**src/rtl/id_ex_pipe_if.sv**
```systemverilog
// ID/EX boundary bundle: decoded ID slot in, registered EX slot and hazard status out.
interface id_ex_pipe_if #(
  parameter int DATA_WIDTH = 16,
  parameter int CNT_WIDTH  = 16
);
  logic                  ID_valid;
  logic [18:0]           ID_inst;
  logic                  ID_reg_write_signal;
  logic                  ID_mem_read;
  logic                  ID_mem_write;
  logic                  ID_reg2_read_source;
  logic [3:0]            ID_alu_op;
  logic [DATA_WIDTH-1:0] ID_read_data1;
  logic [DATA_WIDTH-1:0] ID_read_data2;
  logic                  flush;
  logic                  hold;

  logic                  EX_valid;
  logic [18:0]           EX_inst;
  logic                  EX_reg_write_signal;
  logic                  EX_mem_read;
  logic                  EX_mem_write;
  logic                  EX_reg2_read_source;
  logic [3:0]            EX_alu_op;
  logic [DATA_WIDTH-1:0] EX_read_data1;
  logic [DATA_WIDTH-1:0] EX_read_data2;
  logic                  stall;
  logic [CNT_WIDTH-1:0]  stall_count;
  logic [CNT_WIDTH-1:0]  flush_count;

  modport master (
    output ID_valid, ID_inst, ID_reg_write_signal, ID_mem_read, ID_mem_write,
           ID_reg2_read_source, ID_alu_op, ID_read_data1, ID_read_data2, flush, hold,
    input  EX_valid, EX_inst, EX_reg_write_signal, EX_mem_read, EX_mem_write,
           EX_reg2_read_source, EX_alu_op, EX_read_data1, EX_read_data2,
           stall, stall_count, flush_count
  );

  modport slave (
    input  ID_valid, ID_inst, ID_reg_write_signal, ID_mem_read, ID_mem_write,
           ID_reg2_read_source, ID_alu_op, ID_read_data1, ID_read_data2, flush, hold,
    output EX_valid, EX_inst, EX_reg_write_signal, EX_mem_read, EX_mem_write,
           EX_reg2_read_source, EX_alu_op, EX_read_data1, EX_read_data2,
           stall, stall_count, flush_count
  );
endinterface

```
**src/rtl/id_ex_pipe_reg.sv**
```systemverilog
// ID/EX pipeline register with load-use stall detection, flush/hold handling
// and saturating stall/flush debug counters.
module id_ex_pipe_reg #(
  parameter int DATA_WIDTH = 16,
  parameter int CNT_WIDTH  = 16
) (
  input  logic         clk,
  input  logic         rst,
  id_ex_pipe_if.slave  bus
);

  typedef struct packed {
    logic                  valid;
    logic [18:0]           inst;
    logic                  reg_write;
    logic                  mem_read;
    logic                  mem_write;
    logic                  reg2_src;
    logic [3:0]            alu_op;
    logic [DATA_WIDTH-1:0] data1;
    logic [DATA_WIDTH-1:0] data2;
  } ex_slot_t;

  ex_slot_t             ex_q, ex_d, id_slot;
  logic [CNT_WIDTH-1:0] stall_cnt_q, stall_cnt_d;
  logic [CNT_WIDTH-1:0] flush_cnt_q, flush_cnt_d;
  logic [2:0]           ex_dest, id_src_a, id_src_b;
  logic                 hazard;

  assign ex_dest  = ex_q.inst[13:11];
  assign id_src_a = bus.ID_inst[10:8];
  assign id_src_b = bus.ID_reg2_read_source ? bus.ID_inst[10:8] : bus.ID_inst[7:5];

  // Dest r0 is never written, so a load to it cannot create a dependency.
  assign hazard = ex_q.valid & ex_q.mem_read & (ex_dest != 3'd0) & bus.ID_valid &
                  ((ex_dest == id_src_a) | (ex_dest == id_src_b));

  assign bus.stall = hazard & ~bus.flush & ~rst;

  always_comb begin
    id_slot.valid     = bus.ID_valid;
    id_slot.inst      = bus.ID_inst;
    id_slot.reg_write = bus.ID_reg_write_signal;
    id_slot.mem_read  = bus.ID_mem_read;
    id_slot.mem_write = bus.ID_mem_write;
    id_slot.reg2_src  = bus.ID_reg2_read_source;
    id_slot.alu_op    = bus.ID_alu_op;
    id_slot.data1     = bus.ID_read_data1;
    id_slot.data2     = bus.ID_read_data2;
  end

  always_comb begin
    ex_d        = ex_q;
    stall_cnt_d = stall_cnt_q;
    flush_cnt_d = flush_cnt_q;
    if (bus.flush) begin
      ex_d = '0;
      if (flush_cnt_q != '1) flush_cnt_d = flush_cnt_q + 1'b1;
    end else if (bus.hold) begin
      ex_d = ex_q;
    end else if (hazard) begin
      ex_d = '0;
      if (stall_cnt_q != '1) stall_cnt_d = stall_cnt_q + 1'b1;
    end else if (bus.ID_valid) begin
      ex_d = id_slot;
    end else begin
      // An empty ID slot still becomes an all-zero bubble so EX never sees stale fields.
      ex_d = '0;
    end
  end

  always_ff @(posedge clk) begin
    if (rst) begin
      ex_q        <= '0;
      stall_cnt_q <= '0;
      flush_cnt_q <= '0;
    end else begin
      ex_q        <= ex_d;
      stall_cnt_q <= stall_cnt_d;
      flush_cnt_q <= flush_cnt_d;
    end
  end

  assign bus.EX_valid            = ex_q.valid;
  assign bus.EX_inst             = ex_q.inst;
  assign bus.EX_reg_write_signal = ex_q.reg_write;
  assign bus.EX_mem_read         = ex_q.mem_read;
  assign bus.EX_mem_write        = ex_q.mem_write;
  assign bus.EX_reg2_read_source = ex_q.reg2_src;
  assign bus.EX_alu_op           = ex_q.alu_op;
  assign bus.EX_read_data1       = ex_q.data1;
  assign bus.EX_read_data2       = ex_q.data2;
  assign bus.stall_count         = stall_cnt_q;
  assign bus.flush_count         = flush_cnt_q;

endmodule

```
**src/flat_wrapper.sv**
```systemverilog
// flat-port wrapper written by rule: the top's interface ports become plain ports
module id_ex_pipe_reg_flat 
#(
  parameter int DATA_WIDTH = 16,
  parameter int CNT_WIDTH  = 16
)
  (clk, rst, bus_ID_valid, bus_ID_inst, bus_ID_reg_write_signal, bus_ID_mem_read, bus_ID_mem_write, bus_ID_reg2_read_source, bus_ID_alu_op, bus_ID_read_data1, bus_ID_read_data2, bus_flush, bus_hold, bus_EX_valid, bus_EX_inst, bus_EX_reg_write_signal, bus_EX_mem_read, bus_EX_mem_write, bus_EX_reg2_read_source, bus_EX_alu_op, bus_EX_read_data1, bus_EX_read_data2, bus_stall, bus_stall_count, bus_flush_count);
  id_ex_pipe_if #(.DATA_WIDTH(DATA_WIDTH), .CNT_WIDTH(CNT_WIDTH)) bus_i ();
  input  logic clk;
  input  logic rst;
  input wire logic [$bits(bus_i.ID_valid)-1:0] bus_ID_valid;
  input wire logic [$bits(bus_i.ID_inst)-1:0] bus_ID_inst;
  input wire logic [$bits(bus_i.ID_reg_write_signal)-1:0] bus_ID_reg_write_signal;
  input wire logic [$bits(bus_i.ID_mem_read)-1:0] bus_ID_mem_read;
  input wire logic [$bits(bus_i.ID_mem_write)-1:0] bus_ID_mem_write;
  input wire logic [$bits(bus_i.ID_reg2_read_source)-1:0] bus_ID_reg2_read_source;
  input wire logic [$bits(bus_i.ID_alu_op)-1:0] bus_ID_alu_op;
  input wire logic [$bits(bus_i.ID_read_data1)-1:0] bus_ID_read_data1;
  input wire logic [$bits(bus_i.ID_read_data2)-1:0] bus_ID_read_data2;
  input wire logic [$bits(bus_i.flush)-1:0] bus_flush;
  input wire logic [$bits(bus_i.hold)-1:0] bus_hold;
  output wire logic [$bits(bus_i.EX_valid)-1:0] bus_EX_valid;
  output wire logic [$bits(bus_i.EX_inst)-1:0] bus_EX_inst;
  output wire logic [$bits(bus_i.EX_reg_write_signal)-1:0] bus_EX_reg_write_signal;
  output wire logic [$bits(bus_i.EX_mem_read)-1:0] bus_EX_mem_read;
  output wire logic [$bits(bus_i.EX_mem_write)-1:0] bus_EX_mem_write;
  output wire logic [$bits(bus_i.EX_reg2_read_source)-1:0] bus_EX_reg2_read_source;
  output wire logic [$bits(bus_i.EX_alu_op)-1:0] bus_EX_alu_op;
  output wire logic [$bits(bus_i.EX_read_data1)-1:0] bus_EX_read_data1;
  output wire logic [$bits(bus_i.EX_read_data2)-1:0] bus_EX_read_data2;
  output wire logic [$bits(bus_i.stall)-1:0] bus_stall;
  output wire logic [$bits(bus_i.stall_count)-1:0] bus_stall_count;
  output wire logic [$bits(bus_i.flush_count)-1:0] bus_flush_count;
  assign bus_i.ID_valid = bus_ID_valid;
  assign bus_i.ID_inst = bus_ID_inst;
  assign bus_i.ID_reg_write_signal = bus_ID_reg_write_signal;
  assign bus_i.ID_mem_read = bus_ID_mem_read;
  assign bus_i.ID_mem_write = bus_ID_mem_write;
  assign bus_i.ID_reg2_read_source = bus_ID_reg2_read_source;
  assign bus_i.ID_alu_op = bus_ID_alu_op;
  assign bus_i.ID_read_data1 = bus_ID_read_data1;
  assign bus_i.ID_read_data2 = bus_ID_read_data2;
  assign bus_i.flush = bus_flush;
  assign bus_i.hold = bus_hold;
  assign bus_EX_valid = bus_i.EX_valid;
  assign bus_EX_inst = bus_i.EX_inst;
  assign bus_EX_reg_write_signal = bus_i.EX_reg_write_signal;
  assign bus_EX_mem_read = bus_i.EX_mem_read;
  assign bus_EX_mem_write = bus_i.EX_mem_write;
  assign bus_EX_reg2_read_source = bus_i.EX_reg2_read_source;
  assign bus_EX_alu_op = bus_i.EX_alu_op;
  assign bus_EX_read_data1 = bus_i.EX_read_data1;
  assign bus_EX_read_data2 = bus_i.EX_read_data2;
  assign bus_stall = bus_i.stall;
  assign bus_stall_count = bus_i.stall_count;
  assign bus_flush_count = bus_i.flush_count;
  id_ex_pipe_reg #(.DATA_WIDTH(DATA_WIDTH), .CNT_WIDTH(CNT_WIDTH)) u_core (.clk(clk), .rst(rst), .bus(bus_i));
endmodule
```
**config.mk**
```make
export PLATFORM = sky130hd
export DESIGN_NAME = id_ex_pipe_reg_flat
export DESIGN_NICKNAME = d
export VERILOG_FILES = /design/src/rtl/id_ex_pipe_if.sv /design/src/rtl/id_ex_pipe_reg.sv /design/src/flat_wrapper.sv
export SDC_FILE = /design/constraint.sdc
export NUM_CORES = 1
export LEC_CHECK = 0
export BUFFER_PORTS_ARGS = -buffer_cell sky130_fd_sc_hd__buf_2
export CORE_MARGIN = 3
export CORE_UTILIZATION = 46
export DETAILED_ROUTE_END_ITERATION = 12
export MAX_ROUTING_LAYER = met4
export PLACE_DENSITY_LB_ADDON = 0.08
export SKIP_CTS_REPAIR_TIMING = 1
export SYNTH_ARGS = -nofsm -noshare
export SYNTH_HDL_FRONTEND = slang
export SYNTH_SLANG_ARGS = --single-unit
```
**constraint.sdc**
```tcl
create_clock -name clk -period 2.4 [get_ports clk]
set_clock_uncertainty 0.1 [all_clocks]
set_input_delay 0.36 -clock clk [delete_from_list [all_inputs] [get_ports clk]]
set_output_delay 0.36 -clock clk [all_outputs]
set_load 0.05 [all_outputs]
```
==> impl_metrics.env <==
export IMPL_ios=157
export IMPL_overflow=0
export IMPL_cp_start_kind="register"
export IMPL_grt_pass1_wl_um=13920
export IMPL_setup_viol=0
export IMPL_portBuffers=156
export IMPL_cpMaxStageDelayCell="dfxtp_1"
export IMPL_status="finished, final reports clean"
export IMPL_hpwlAfterDp_um=6185
export IMPL_min_delay_start="bus_ID_inst[15]"
export IMPL_die_y_um=92.19
export IMPL_worstSetupEndpointType="output pin"
export IMPL_required_ns=1.94
export IMPL_wl_per_cell_um=14.96
export IMPL_n_antenna_cell=0
export IMPL_yosys_warnings=0
export IMPL_die_area_um2=8498
export IMPL_start_util_pct=48.94
export IMPL_first_pass_iters=4
export IMPL_synth_cell_types=39
export IMPL_grt_pass1_vias=2826
export IMPL_cp_num_buf_inv=2
export IMPL_nNetsFinal=546
export IMPL_p_leak_uw=0.002137
export IMPL_core_rowCount=30
export IMPL_total_power_uw=2963
export IMPL_fmax_ghz=0.4384
export IMPL_clkTransAtPathRegs_ns=0.10
export IMPL_p_per_area_nw_per_um2=654.8
export IMPL_final_hold_violation_count=0
export IMPL_area_delta_synth_final_pct=32.41
export IMPL_coreArea_um2=6982
export IMPL_cts_tree="done"
export IMPL_worstMarginPinSlew_ns=1.089
export IMPL_worst_path_largest_cell_delay_ns=0.37
export IMPL_vias=3046
export IMPL_worstPathArrival_ns=1.82
export IMPL_synth_cells=329
export IMPL_htree_num_levels=3
export IMPL_cts_root_buf="clkbuf_8"
export IMPL_max_slew_margin_pct=27.38
export IMPL_slew_viol_final=0
export IMPL_insertion_delay_ns=0.36
export IMPL_cpMostUsedCell="buf_4"
export IMPL_path_class="reg2out"
export IMPL_antenna_found_initial=0
export IMPL_synth_area_um2=3417
export IMPL_grt_max_degree=61
export IMPL_startpoint="u_core.bus.EX_inst[13]$_SDFFE_PP0N_"
export IMPL_clk_path_buf_depth=2
export IMPL_finalCriticalPeriod_ns=2.281
export IMPL_worstReg2RegStart="u_core.bus.stall_count[0]$_SDFFE_PP0P_"
export IMPL_cap_violations=0
export IMPL_drt_wl_total_um=8693
export IMPL_synth_nets=395
export IMPL_dr_first_iter_drc_count=90
export IMPL_gp_congestion=0.8732
export IMPL_whs_ns=0.1064
export IMPL_ant_nets=0
export IMPL_grt_use_total_pct=20.99
export IMPL_cts_made_buffers=9
export IMPL_worstPathCellList="xor2_1, nor4_2, o21ai_2, buf_4, nor3_4, buf_4"
export IMPL_min_period_over_period_pct=95.04
export IMPL_yosysSeqAreaShare_pct=53.90
export IMPL_via_per_inst=5.243
export IMPL_critPathTopFamily="simple AND/OR/NAND/NOR gates"
export IMPL_worst_ir_drop_vdd_uv=444.5
export IMPL_synth_seq_cells=92
export IMPL_worstPathMaxFanout=5
export IMPL_syn_mean_instance_area_um2=10.39
export IMPL_cts_num_sinks=92
export IMPL_drc=0
export IMPL_die_w_um=92.19
export IMPL_hold_path_class="in2reg"
export IMPL_drive_gt1_share_pct=39.18
-- power breakdown --
part / switching [uW] / internal, uW / leakage [uW]
Combinational: 160 / 83.7 / 0.00128
Sequential: 16.5 / 1550 / 0.000745
Clock: 556 / 597 / 0.000107
Total: 733 / 2230 / 0.00214
-- worst reg2reg max path, stage by stage (launching register included) --
cell and delay [ns]:
dfxtp_2 0.35, ha_1 0.22, nand4_1 0.09, nor4_1 0.05
or3_1 0.36, buf_4 0.19, nor3_1 0.34, a21oi_1 0.12
a31o_2 0.22
-- per-layer routing --
| layer | vias to the layer above | track usage, % | part of all wire, % |
|---|---|---|---|
| met5 | - | - | 0 |
| met4 | 0 | 9.158 | 1.8 |
| met1 | 1432 | 27.56 | 46 |
| li1 | 1503 | - | - |
| met3 | 13 | 5.004 | 6.1 |
| met2 | 98 | 30.84 | 46 |
-- cells by family after synthesis --
logic type / count (synthesis) / synth area share, %
muxes: 2 / 0.5859
AOI/OAI and AO/OA: 80 / 19.04
adders and majority gates: 2 / 0.7322
and+or+nand+nor: 99 / 15.42
buffers and inverters: 27 / 3.405
DFF: 92 / 53.90
xor gates and xnor gates: 27 / 6.921
-- final cells by class --
| type | count | area, um2 |
|---|---|---|
| clock buffers | 10 | 127.6 |
| clock inverters | 6 | 93.84 |
| fillers | 630 | 2457 |
| inverters | 6 | 22.52 |
| multi-input cells | 210 | 1483 |
| flip-flops and latches | 92 | 1844 |
| well taps | 96 | 120.1 |
| repair buffers | 161 | 833.3 |
-- through the flow --
| step | setup TNS [ns] | area, um2 | utilization, % | setup WS [ns] | std cells |
|---|---|---|---|---|---|
| 6_report | 0 | 4524 | 64.80 | 0.1191 | 581 |
| 5_1_grt | -0.01836 | 4524 | 64.80 | -0.01836 | 581 |
| 4_1_cts | -0.05514 | 4511 | 64.61 | -0.05514 | 581 |
| 3_5_place_dp | 0 | 4289 | 61.43 | 0.1673 | 565 |
| 3_3_place_gp | 0 | 4289 | 61.43 | 0.2389 | 565 |
| 2_1_floorplan | 0 | 3430 | - | 0.009844 | 329 |
-- final timing paths --
check,to,cells after the start,slack (ns)
setup / recovery,bus_stall,6,0.12
hold / removal,u_core.bus.EX_inst[15]$_SDFFE_PP0N_,2,0.11
setup reg to reg,u_core.bus.stall_count[8]$_SDFFE_PP0P_,8,0.27
hold reg to reg,u_core.bus.EX_read_data2[12]$_SDFFE_PP0N_,1,0.37
-- cells in the mapped netlist --
library cell	count	share of area, %
buf_6	1	0.33
a211oi_1	1	0.22
and3_1	4	0.73
or4_1	1	0.22
clkbuf_1	13	1.4
and2_1	2	0.37
nand4_2	1	0.37
and4b_1	1	0.29
nor3_1	10	1.5
o41ai_1	1	0.26
nand2_1	10	1.1
mux2i_1	2	0.59
inv_1	6	0.66
o31ai_1	1	0.22
or2_1	1	0.18
a31oi_1	3	0.55
buf_2	5	0.73
clkbuf_2	1	0.15
nand3b_1	1	0.22
dfxtp_1	92	54
a21oi_1	9	1.3
o21ai_0	1	0.15
a31o_2	3	0.77
nor4b_2	1	0.44
nand3_1	13	1.9
a22o_1	59	15
nor4_1	6	1.1
a21o_1	2	0.44
or3_1	1	0.18
nor2_1	32	3.5
nand2b_1	2	0.37
xnor2_1	12	3.1
xor2_1	15	3.8
nand4_1	9	1.6
buf_1	1	0.11
and4_1	2	0.51
ha_1	2	0.73
nor4_4	1	0.62
or2_2	1	0.18
-- flip-flops by register name, summed over array words and instances (netlist names) --
name and flops:
u_core.bus.flush_count 16, u_core.bus.EX_reg_write_signal 1, u_core.bus.EX_reg2_read_source 1, u_core.bus.EX_read_data2 16
u_core.bus.EX_read_data1 16, u_core.bus.EX_mem_write 1, u_core.bus.EX_mem_read 1, u_core.bus.EX_valid 1
u_core.bus.EX_alu_op 4, u_core.bus.EX_inst 19, u_core.bus.stall_count 16
-- cells in the final DEF, fill, tap and decap left out, types with 2 or more instances in the layout --
cell	n
a21o_1	2
dfxtp_1	90
inv_6	2
nand4_1	9
a31o_2	3
a22o_1	59
mux2i_1	2
bufinv_16	2
clkbuf_8	9
nor3_1	9
xor2_1	15
dfxtp_2	2
and4_1	2
nand2_1	10
xnor2_1	12
nor2_1	32
buf_2	155
nand3_1	13
a31oi_1	3
inv_1	6
nor4_1	5
a21oi_1	9
and3_1	4
buf_4	5
ha_1	2
nand2b_1	2
(Power assumes the default switching activity.)
